File: src/rtl/sa_rdata_router.sv
// Slave-side R-channel router: steers R beats to per-master dispatchers by the RID master field
// and merges 4KB-split sub-bursts by suppressing intermediate RLASTs.
module sa_rdata_router #(
  parameter int MST_AMT         = 3,
  parameter int OUTSTANDING_AMT = 8,
  parameter int MST_ID_W        = $clog2(MST_AMT),
  parameter int DATA_WIDTH      = 32,
  parameter int TRANS_MST_ID_W  = 5,
  parameter int TRANS_SLV_ID_W  = TRANS_MST_ID_W + MST_ID_W,
  parameter int TRANS_RESP_W    = 2,
  parameter int SPLIT_CNT_W     = 3,
  parameter bit PIPE_EN         = 1'b1
) (
  input  logic                               ACLK_i,
  input  logic                               ARESET_i,
  input  logic [MST_AMT-1:0]                 dsp_RREADY_i,
  input  logic [TRANS_SLV_ID_W-1:0]          s_RID_i,
  input  logic [DATA_WIDTH-1:0]              s_RDATA_i,
  input  logic [TRANS_RESP_W-1:0]            s_RRESP_i,
  input  logic                               s_RLAST_i,
  input  logic                               s_RVALID_i,
  input  logic [TRANS_SLV_ID_W-1:0]          AR_AxID_i,
  input  logic                               AR_crossing_flag_i,
  input  logic [SPLIT_CNT_W-1:0]             AR_split_amt_i,
  input  logic                               AR_shift_en_i,
  output logic [TRANS_MST_ID_W*MST_AMT-1:0]  dsp_RID_o,
  output logic [DATA_WIDTH*MST_AMT-1:0]      dsp_RDATA_o,
  output logic [TRANS_RESP_W*MST_AMT-1:0]    dsp_RRESP_o,
  output logic [MST_AMT-1:0]                 dsp_RLAST_o,
  output logic [MST_AMT-1:0]                 dsp_RVALID_o,
  output logic                               s_RREADY_o,
  output logic                               AR_stall_o,
  output logic                               route_err_o
);

  localparam int PTR_W = $clog2(OUTSTANDING_AMT);
  localparam int PAY_W = TRANS_MST_ID_W + DATA_WIDTH + TRANS_RESP_W + 1;

  logic [MST_ID_W-1:0]       mst_idx;
  logic [MST_AMT-1:0]        mst_sel;
  logic [MST_AMT-1:0]        skid_rdy;
  logic                      idx_ok;
  logic                      beat_acc;
  logic                      beat_ok;
  logic [PAY_W-1:0]          beat_pay;

  logic [TRANS_SLV_ID_W-1:0] fifo_id  [OUTSTANDING_AMT];
  logic [SPLIT_CNT_W-1:0]    fifo_amt [OUTSTANDING_AMT];
  logic [PTR_W-1:0]          wr_ptr;
  logic [PTR_W-1:0]          rd_ptr;
  logic [PTR_W:0]            fifo_cnt;
  logic [SPLIT_CNT_W-1:0]    split_cnt;
  logic                      fifo_full;
  logic                      fifo_empty;
  logic                      id_match;
  logic                      last_hit;
  logic                      fifo_pop;
  logic                      fifo_push;
  logic                      last_fwd;

  assign mst_idx = s_RID_i[TRANS_SLV_ID_W-1 -: MST_ID_W];

  always_comb begin
    mst_sel = '0;
    for (int i = 0; i < MST_AMT; i++)
      mst_sel[i] = (mst_idx == MST_ID_W'(i));
  end

  // An out-of-range master index selects nobody; the beat is swallowed so the slave never stalls.
  assign idx_ok     = |mst_sel;
  assign s_RREADY_o = idx_ok ? |(mst_sel & skid_rdy) : 1'b1;
  assign beat_acc   = s_RVALID_i & s_RREADY_o;
  assign beat_ok    = beat_acc & idx_ok;

  assign fifo_full  = (fifo_cnt == (PTR_W+1)'(OUTSTANDING_AMT));
  assign fifo_empty = (fifo_cnt == '0);
  assign id_match   = ~fifo_empty & (fifo_id[rd_ptr] == s_RID_i);
  assign last_hit   = beat_ok & s_RLAST_i & id_match;
  assign fifo_pop   = last_hit & (split_cnt == (fifo_amt[rd_ptr] - SPLIT_CNT_W'(1)));
  assign fifo_push  = AR_shift_en_i & AR_crossing_flag_i & (~fifo_full | fifo_pop);
  assign AR_stall_o = fifo_full;
  assign last_fwd   = s_RLAST_i & ~id_match;

  assign beat_pay = {s_RID_i[TRANS_MST_ID_W-1:0], s_RDATA_i, s_RRESP_i, last_fwd};

  always_ff @(posedge ACLK_i or posedge ARESET_i) begin
    if (ARESET_i) begin
      wr_ptr    <= '0;
      rd_ptr    <= '0;
      fifo_cnt  <= '0;
      split_cnt <= '0;
    end else begin
      if (fifo_push)
        wr_ptr <= wr_ptr + PTR_W'(1);
      if (fifo_pop) begin
        rd_ptr    <= rd_ptr + PTR_W'(1);
        split_cnt <= '0;
      end else if (last_hit) begin
        split_cnt <= split_cnt + SPLIT_CNT_W'(1);
      end
      case ({fifo_push, fifo_pop})
        2'b10:   fifo_cnt <= fifo_cnt + (PTR_W+1)'(1);
        2'b01:   fifo_cnt <= fifo_cnt - (PTR_W+1)'(1);
        default: fifo_cnt <= fifo_cnt;
      endcase
    end
  end

  always_ff @(posedge ACLK_i) begin
    if (fifo_push) begin
      fifo_id[wr_ptr]  <= AR_AxID_i;
      fifo_amt[wr_ptr] <= AR_split_amt_i;
    end
  end

  always_ff @(posedge ACLK_i or posedge ARESET_i) begin
    if (ARESET_i)
      route_err_o <= 1'b0;
    else
      route_err_o <= s_RVALID_i & ~idx_ok;
  end

  if (PIPE_EN) begin : g_skid
    for (genvar g = 0; g < MST_AMT; g++) begin : g_mst
      logic [PAY_W-1:0] head_p1;
      logic [PAY_W-1:0] tail_p1;
      logic [1:0]       cnt_p1;
      logic             load;
      logic             unload;

      assign load        = beat_ok & mst_sel[g];
      assign unload      = (cnt_p1 != 2'd0) & dsp_RREADY_i[g];
      assign skid_rdy[g] = (cnt_p1 != 2'd2);

      // p0 -> p1: slave beat lands in the per-master skid, head drives the dispatcher
      always_ff @(posedge ACLK_i or posedge ARESET_i) begin
        if (ARESET_i) begin
          head_p1 <= '0;
          tail_p1 <= '0;
          cnt_p1  <= 2'd0;
        end else begin
          case ({load, unload})
            2'b10: begin
              if (cnt_p1 == 2'd0)
                head_p1 <= beat_pay;
              else
                tail_p1 <= beat_pay;
              cnt_p1 <= cnt_p1 + 2'd1;
            end
            2'b01: begin
              head_p1 <= tail_p1;
              cnt_p1  <= cnt_p1 - 2'd1;
            end
            2'b11: begin
              if (cnt_p1 == 2'd2) begin
                head_p1 <= tail_p1;
                tail_p1 <= beat_pay;
              end else begin
                head_p1 <= beat_pay;
              end
            end
            default: ;
          endcase
        end
      end

      assign dsp_RVALID_o[g] = (cnt_p1 != 2'd0);
      assign {dsp_RID_o[g*TRANS_MST_ID_W +: TRANS_MST_ID_W],
              dsp_RDATA_o[g*DATA_WIDTH +: DATA_WIDTH],
              dsp_RRESP_o[g*TRANS_RESP_W +: TRANS_RESP_W],
              dsp_RLAST_o[g]} = head_p1;
    end
  end else begin : g_pass
    assign skid_rdy = dsp_RREADY_i;
    for (genvar g = 0; g < MST_AMT; g++) begin : g_mst
      assign dsp_RVALID_o[g] = s_RVALID_i & mst_sel[g];
      assign {dsp_RID_o[g*TRANS_MST_ID_W +: TRANS_MST_ID_W],
              dsp_RDATA_o[g*DATA_WIDTH +: DATA_WIDTH],
              dsp_RRESP_o[g*TRANS_RESP_W +: TRANS_RESP_W],
              dsp_RLAST_o[g]} = beat_pay;
    end
  end

endmodule

File: config.mk
export PLATFORM = sky130hd
export DESIGN_NAME = sa_rdata_router
export DESIGN_NICKNAME = d
export VERILOG_FILES = /design/src/rtl/sa_rdata_router.sv
export SDC_FILE = /design/constraint.sdc
export NUM_CORES = 1
export LEC_CHECK = 0
export ABC_AREA = 1
export BUFFER_PORTS_ARGS = -buffer_cell sky130_fd_sc_hd__buf_2
export CAP_MARGIN = 0
export CORE_UTILIZATION = 63
export DETAILED_ROUTE_END_ITERATION = 8
export GPL_TIMING_DRIVEN = 0
export PLACE_DENSITY = 0.95
export SETUP_SLACK_MARGIN = 0.5
export SYNTH_ARGS = -nofsm -noshare
export SYNTH_HDL_FRONTEND = slang
export SYNTH_SLANG_ARGS = --single-unit
export TNS_END_PERCENT = 5
File: constraint.sdc
create_clock -name ACLK_i -period 11.95 [get_ports ACLK_i]
set_clock_uncertainty 0.1 [all_clocks]
set_input_delay 1.195 -clock ACLK_i [delete_from_list [all_inputs] [get_ports ACLK_i]]
set_output_delay 1.195 -clock ACLK_i [all_outputs]
set_load 0.05 [all_outputs]
# After elaboration in Yosys (flattened, before gate mapping)
# Memories as Yosys holds them, arrays and structs flattened.
# Cells that the tools add are included.
# op_classes
mux	27
n_reduce_logical	27
n_eq_ne	31
n_bitwise	22
n_addsub	12
# op_table
cell	count
$mux 40	12
$pmux 40 s3	3
$pmux 40 s2	3
$ne 2x2->1 const B	12
$eq 2x2->1 const B	11
$reduce_bool 2->1	11
$and 1x1->1	16
$pmux 2 s2	3
$eq 2x1->1 const B	5
$add 3x1->3 const B	3
$reduce_and 3->1	3
$reduce_bool 3->1	3
$logic_not 2->1	4
$pmux 4 s2	1
$eq 7x7->1	1
$add 2x1->2 const B	3
$mux 3	2
$reduce_and 2->1	3
$reduce_or 3->1	2
$sub 2x1->2 const B	3
$add 4x1->4 const B	1
$eq 4x4->1 const B	1
$logic_not 4->1	1
$not 1->1	4
6 further kinds	8
# totals
mem_bits_rw	80
reg_bits	260
memories	2
input_bits	60
# mem_list
memory	depth	word_bits	read_ports	rd_ports_with_merged_regs	write_ports	line_no	rtl
fifo_id	8	7	1	0	1	47	logic [TRANS_SLV_ID_W-1:0] fifo_id [OUTSTANDING_AMT];
fifo_amt	8	3	1	0	1	48	logic [SPLIT_CNT_W-1:0] fifo_amt [OUTSTANDING_AMT];

# Longest topological paths before layout
# logic_depth
depth_word	13
depth_mapped	27
depth_no_buf	26

# Worst setup path before layout
# No wires, ideal clock.
# synth_timing
kind	input to register
from	input port s_RID_i[6]
to	memory fifo_amt[0][0], enable pin
required_ns	11.460
t_arrival_ns	3.162
setup_ns	0.390
setup_slack_ns	8.299
cell_stages	12
cell_sequence	inv_1 nand2_1 o21ai_0 nor3_1 nor2_1 nand2_1 nor2_1 nand4_2 nand2_1 nand2_2 buf_6 nor3_1
# synth_between
elab_chain_len	13
word_cells_on_any_way	18
cone_classes	eq/ne: 3; mux: 3; bitwise: 9; reduce/logical: 3
# synth_rtl
element	line_no	rtl
from (decl)	17	input logic [TRANS_SLV_ID_W-1:0] s_RID_i,
$eq 2x1->1 (tied with other cells)	66	mst_sel[i] = (mst_idx == MST_ID_W'(i));
$and 3x3->3	71	assign s_RREADY_o = idx_ok ? |(mst_sel & skid_rdy) : 1'b1;
$reduce_or 3->1	71	
$mux 1	71	
$and 1x1->1	72	assign beat_acc = s_RVALID_i & s_RREADY_o;
$and 1x1->1	73	assign beat_ok = beat_acc & idx_ok;
$and 1x1->1	78	assign last_hit = beat_ok & s_RLAST_i & id_match;
$and 1x1->1 (*)	78	
$and 1x1->1 (*)	79	assign fifo_pop = last_hit & (split_cnt == (fifo_amt[rd_ptr] - SPLIT_CNT_W'(1)));
$or 1x1->1 (*)	80	assign fifo_push = AR_shift_en_i & AR_crossing_flag_i & (~fifo_full | fifo_pop);
$and 1x1->1 (*)	80	
$mux 1 (*)	110	if (fifo_push) begin
$mux 1 (implied by the code) (*)	112	fifo_amt[wr_ptr] <= AR_split_amt_i;
to (decl)	48	
# Every way passes the cells marked *; elsewhere a longest branch is shown, timed or not.

# Worst setup path in the final report
# layout_timing
from	register rd_ptr[1]
to	memory fifo_id[2][6] in the netlist's numbering, enable pin
# layout_between
elab_chain_len	9
word_cells_on_any_way	12
cone_classes	add/sub: 1; eq/ne: 2; mux: 2; bitwise: 5; memory: 2
# layout_rtl
element	line_no	rtl
from (decl)	50	logic [PTR_W-1:0] rd_ptr;
from (signal assigned)	96	rd_ptr <= rd_ptr + PTR_W'(1);
parallel branches: the longest is 4 deep, another holds $mem_v2 8x3	n/a	
$and 1x1->1 (*)	79	
$or 1x1->1 (*)	80	
$and 1x1->1 (*)	80	
$mux 1 (*)	110	
$mux 1 (implied by the code) (*)	111	fifo_id[wr_ptr] <= AR_AxID_i;
to (decl)	47	
# Every way passes the cells marked *.

==> out/metrics.yaml <==
pin_count: 186
via_per_inst: 6.11
synth_edf_count: 80
setup_viol: 0
initial_core_util_pct: 64.8
rsz0062_at_grt: "no"
drtIter0Drc: 1613
crit_path_start: "rd_ptr[1]"
rrSetupSlack_ns: 7.42
coreArea_sq_um: 22900
powerDensity_nw_per_um2: 286
slew_viol_final: 0
hold_violations: 0
grt_pass1_vias: 13200
fp.dieH_um: 156
cts_tree: "built"
ctsHoldBuffers: 0
wire_per_inst_um: 20.3
ys_warn_count: 0
min_path_type: "register to register"
layout_min_cycle_time_ns: 4.53
rows: 55
max_stage_delay_ns: 0.82
grt_pass1_wl_um: 68600
yosysMostFrequentCell: "nand2_1"
async_flop_share_pct: 76.5
clock.fmax_mhz: 221
worst_pin_slew_ns: 1.09
ys_ff_latch: 340
htree_levels: 2
grt_antenna_before_repair: 2
finalCritPeriodShare_pct: 37.9
synthCells: 1600
vdd_drop_max_mv: 0.189
cts_buffers: 35
endpoint: "fifo_id[2][6]"
drive_gt1_share_pct: 18.0
clockBufferDepth: 3
post_cts_buffers: 0
postSynthAreaPerCell_sq_um: 9.29
die-area_sq_um: 24200
r2r.worst_path.cells: 17
wirelength_um: 43900
dr.pass1.iters: 7
synth_area_leader_cell: "dfrtp_1"
critPathMaxFanout: 10
slew_headroom_pct: 27.0
dr_total_vias: 13300
yosysUniqueCellTypes: 38
place_congestion: 0.900
area_delta_synth_final_pct: 18.4
path_cells: "buf_2 -> inv_2 -> buf_4 -> o21ai_0 -> o221ai_1 -> o21ai_0 -> ha_1 -> xor2_1 -> nand3_1 -> nand2_1 -> inv_1 -> nor2_2 -> nand4_2 -> nand2_1 -> nand2_2 -> buf_6 -> nor3_2"
reg2reg_to: "fifo_id[2][6]"
critPathKind: "register to register"
clk_latency_ns: 0.53
seqCellArea_sq_um: 8910
netlist.area_leader.share_pct: 43.8
power.leakage_nw: 8.54
overflow: 0
drv_cap: 0
cts_sinks: 340
drc_errors: 0
dpl.hpwl_um: 28200
multi_input_area_sq_um: 4850
synthTopCellsByArea: "dfrtp_1, edfxtp_1, nand2_1, inv_1, o21ai_0"
outcome: "finished, final reports clean"
worst_ep_arrival_time_ns: 4.56
crit_path_start_kind: "register"
synth_nets: 1676
synthTopCellsByCount: "nand2_1, dfrtp_1, inv_1"
final.fill_count: 1357
die_w_um: 156
critPathRequiredTime_ns: 11.98
ant_nets: 0
yosysSeqAreaShare_pct: 59.9
end_kind: "register"
r2r-start: "rd_ptr[1]"
clkTransAtPathRegs_ns: 0.06
grt_max_degree: 117
track_usage_pct: 36.9
total_power_mw: 5.02
clock-root-buffer: "clkbuf_16"
slowest_stage: "nor3_2"
portBuffers: 185
synth_area_sq_um: 14900
cts_resized: 0
nNetsFinal: 1903
ys.flop_type: "dfrtp_1"
fin_setup_tns_ns: 0
==> worst max-delay path: cells and delay by family (launching register included) <==
kind | cells | cell delay [ns]
simple gates | 7 | 1.77
buf+inv | 5 | 0.78
compound gates | 3 | 0.52
flops | 1 | 0.40
fa+ha+maj | 1 | 0.31
xor+xnor | 1 | 0.26
==> layout make-up <==
type                       instances  area share (%)
tap                              313            2.23
multi-input combinational        972            27.6
antenna                            3          0.0427
clock buffer                      45            5.60
sequential                       340            50.7
buffer                            82            2.09
clock inverter                    18            1.62
inverter                         206            4.44
timing repair buffer             190            5.75
==> per-layer routing <==
metal / track usage (%) / vias to the layer above / routed length, um
li1: - / 5644 / -
met1: 44.9 / 6284 / 15000
met2: 61.1 / 1075 / 21300
met3: 8.89 / 247 / 5270
met4: 19.7 / 0 / 2370
met5: 0 / - / 0
==> power by group <==
group / leakage (nW) / internal [mW] / switching, mW
combinational: 4.03 / 0.481 / 1.49
clock: 0.624 / 0.737 / 0.466
sequential: 3.88 / 1.62 / 0.236
total: 8.54 / 2.83 / 2.19
==> state kept, by name, indices dropped and copies added, names as in the netlist <==
| name | flops |
|---|---|
| fifo_amt | 24 |
| fifo_cnt | 4 |
| fifo_id | 56 |
| g_skid.g_mst.cnt_p1 | 6 |
| g_skid.g_mst.head_p1 | 120 |
| g_skid.g_mst.tail_p1 | 120 |
| rd_ptr | 3 |
| route_err_o | 1 |
| split_cnt | 3 |
| wr_ptr | 3 |
==> how the worst min path moves through the flow <==
stage,from,end,cells past startpoint
after CTS,g_skid.g_mst[1].head_p1[14],g_skid.g_mst[1].head_p1[14],2
final,g_skid.g_mst[1].head_p1[16],g_skid.g_mst[1].head_p1[16],2
after floorplan,g_skid.g_mst[2].tail_p1[0],g_skid.g_mst[2].tail_p1[0],2
after detailed placement,g_skid.g_mst[1].head_p1[14],g_skid.g_mst[1].head_p1[14],2
after global placement,g_skid.g_mst[1].head_p1[17],g_skid.g_mst[1].head_p1[17],2
after global routing,g_skid.g_mst[1].head_p1[16],g_skid.g_mst[1].head_p1[16],2
==> logic make-up (layout without fill, tap and decap cells) <==
family	after synthesis	after routing	share of synthesized area (%)
AND/OR/NAND/NOR	625	625	16.7
flip-flops	340	340	59.9
buffers and inverters	288	541	7.68
AO/OA/AOI/OAI	278	278	10.4
multiplexers	39	39	2.96
adder cells (fa/ha/maj)	16	16	1.40
XOR/XNOR	14	14	0.876
other	0	3	0
==> layout by cell type (no fill, tap or decap), types with 6 or more instances in the layout <==
master,count
edfxtp_1,80
nand2_1,452
nor3_2,8
bufinv_16,7
a31oi_1,41
dfrtp_1,260
a21oi_1,15
mux2_2,39
ha_1,15
clkbuf_16,36
inv_1,201
clkbuf_1,61
clkinv_2,6
buf_2,203
nor2_1,96
nand3_1,52
o21ai_0,136
xor2_1,8
o22ai_1,78
buf_6,6
==> through the flow <==
| step | hold slack, ns | util (%) | worst slack, ns | instances | cell area, sq um |
|---|---|---|---|---|---|
| finish | 0.363 | 76.8 | 7.42 | 2169 | 17600 |
| global route | 0.378 | 76.7 | 7.17 | 2168 | 17600 |
| CTS | 0.369 | 76.7 | 7.51 | 2166 | 17600 |
| detailed placement | 0.354 | 71.2 | 7.58 | 2103 | 16300 |
| global placement | 0.352 | 70.6 | 1.04 | 2098 | 16200 |
| floorplan | 0.353 | - | 3.50 | 1600 | 14900 |
Power figures use the tool's default switching activity.
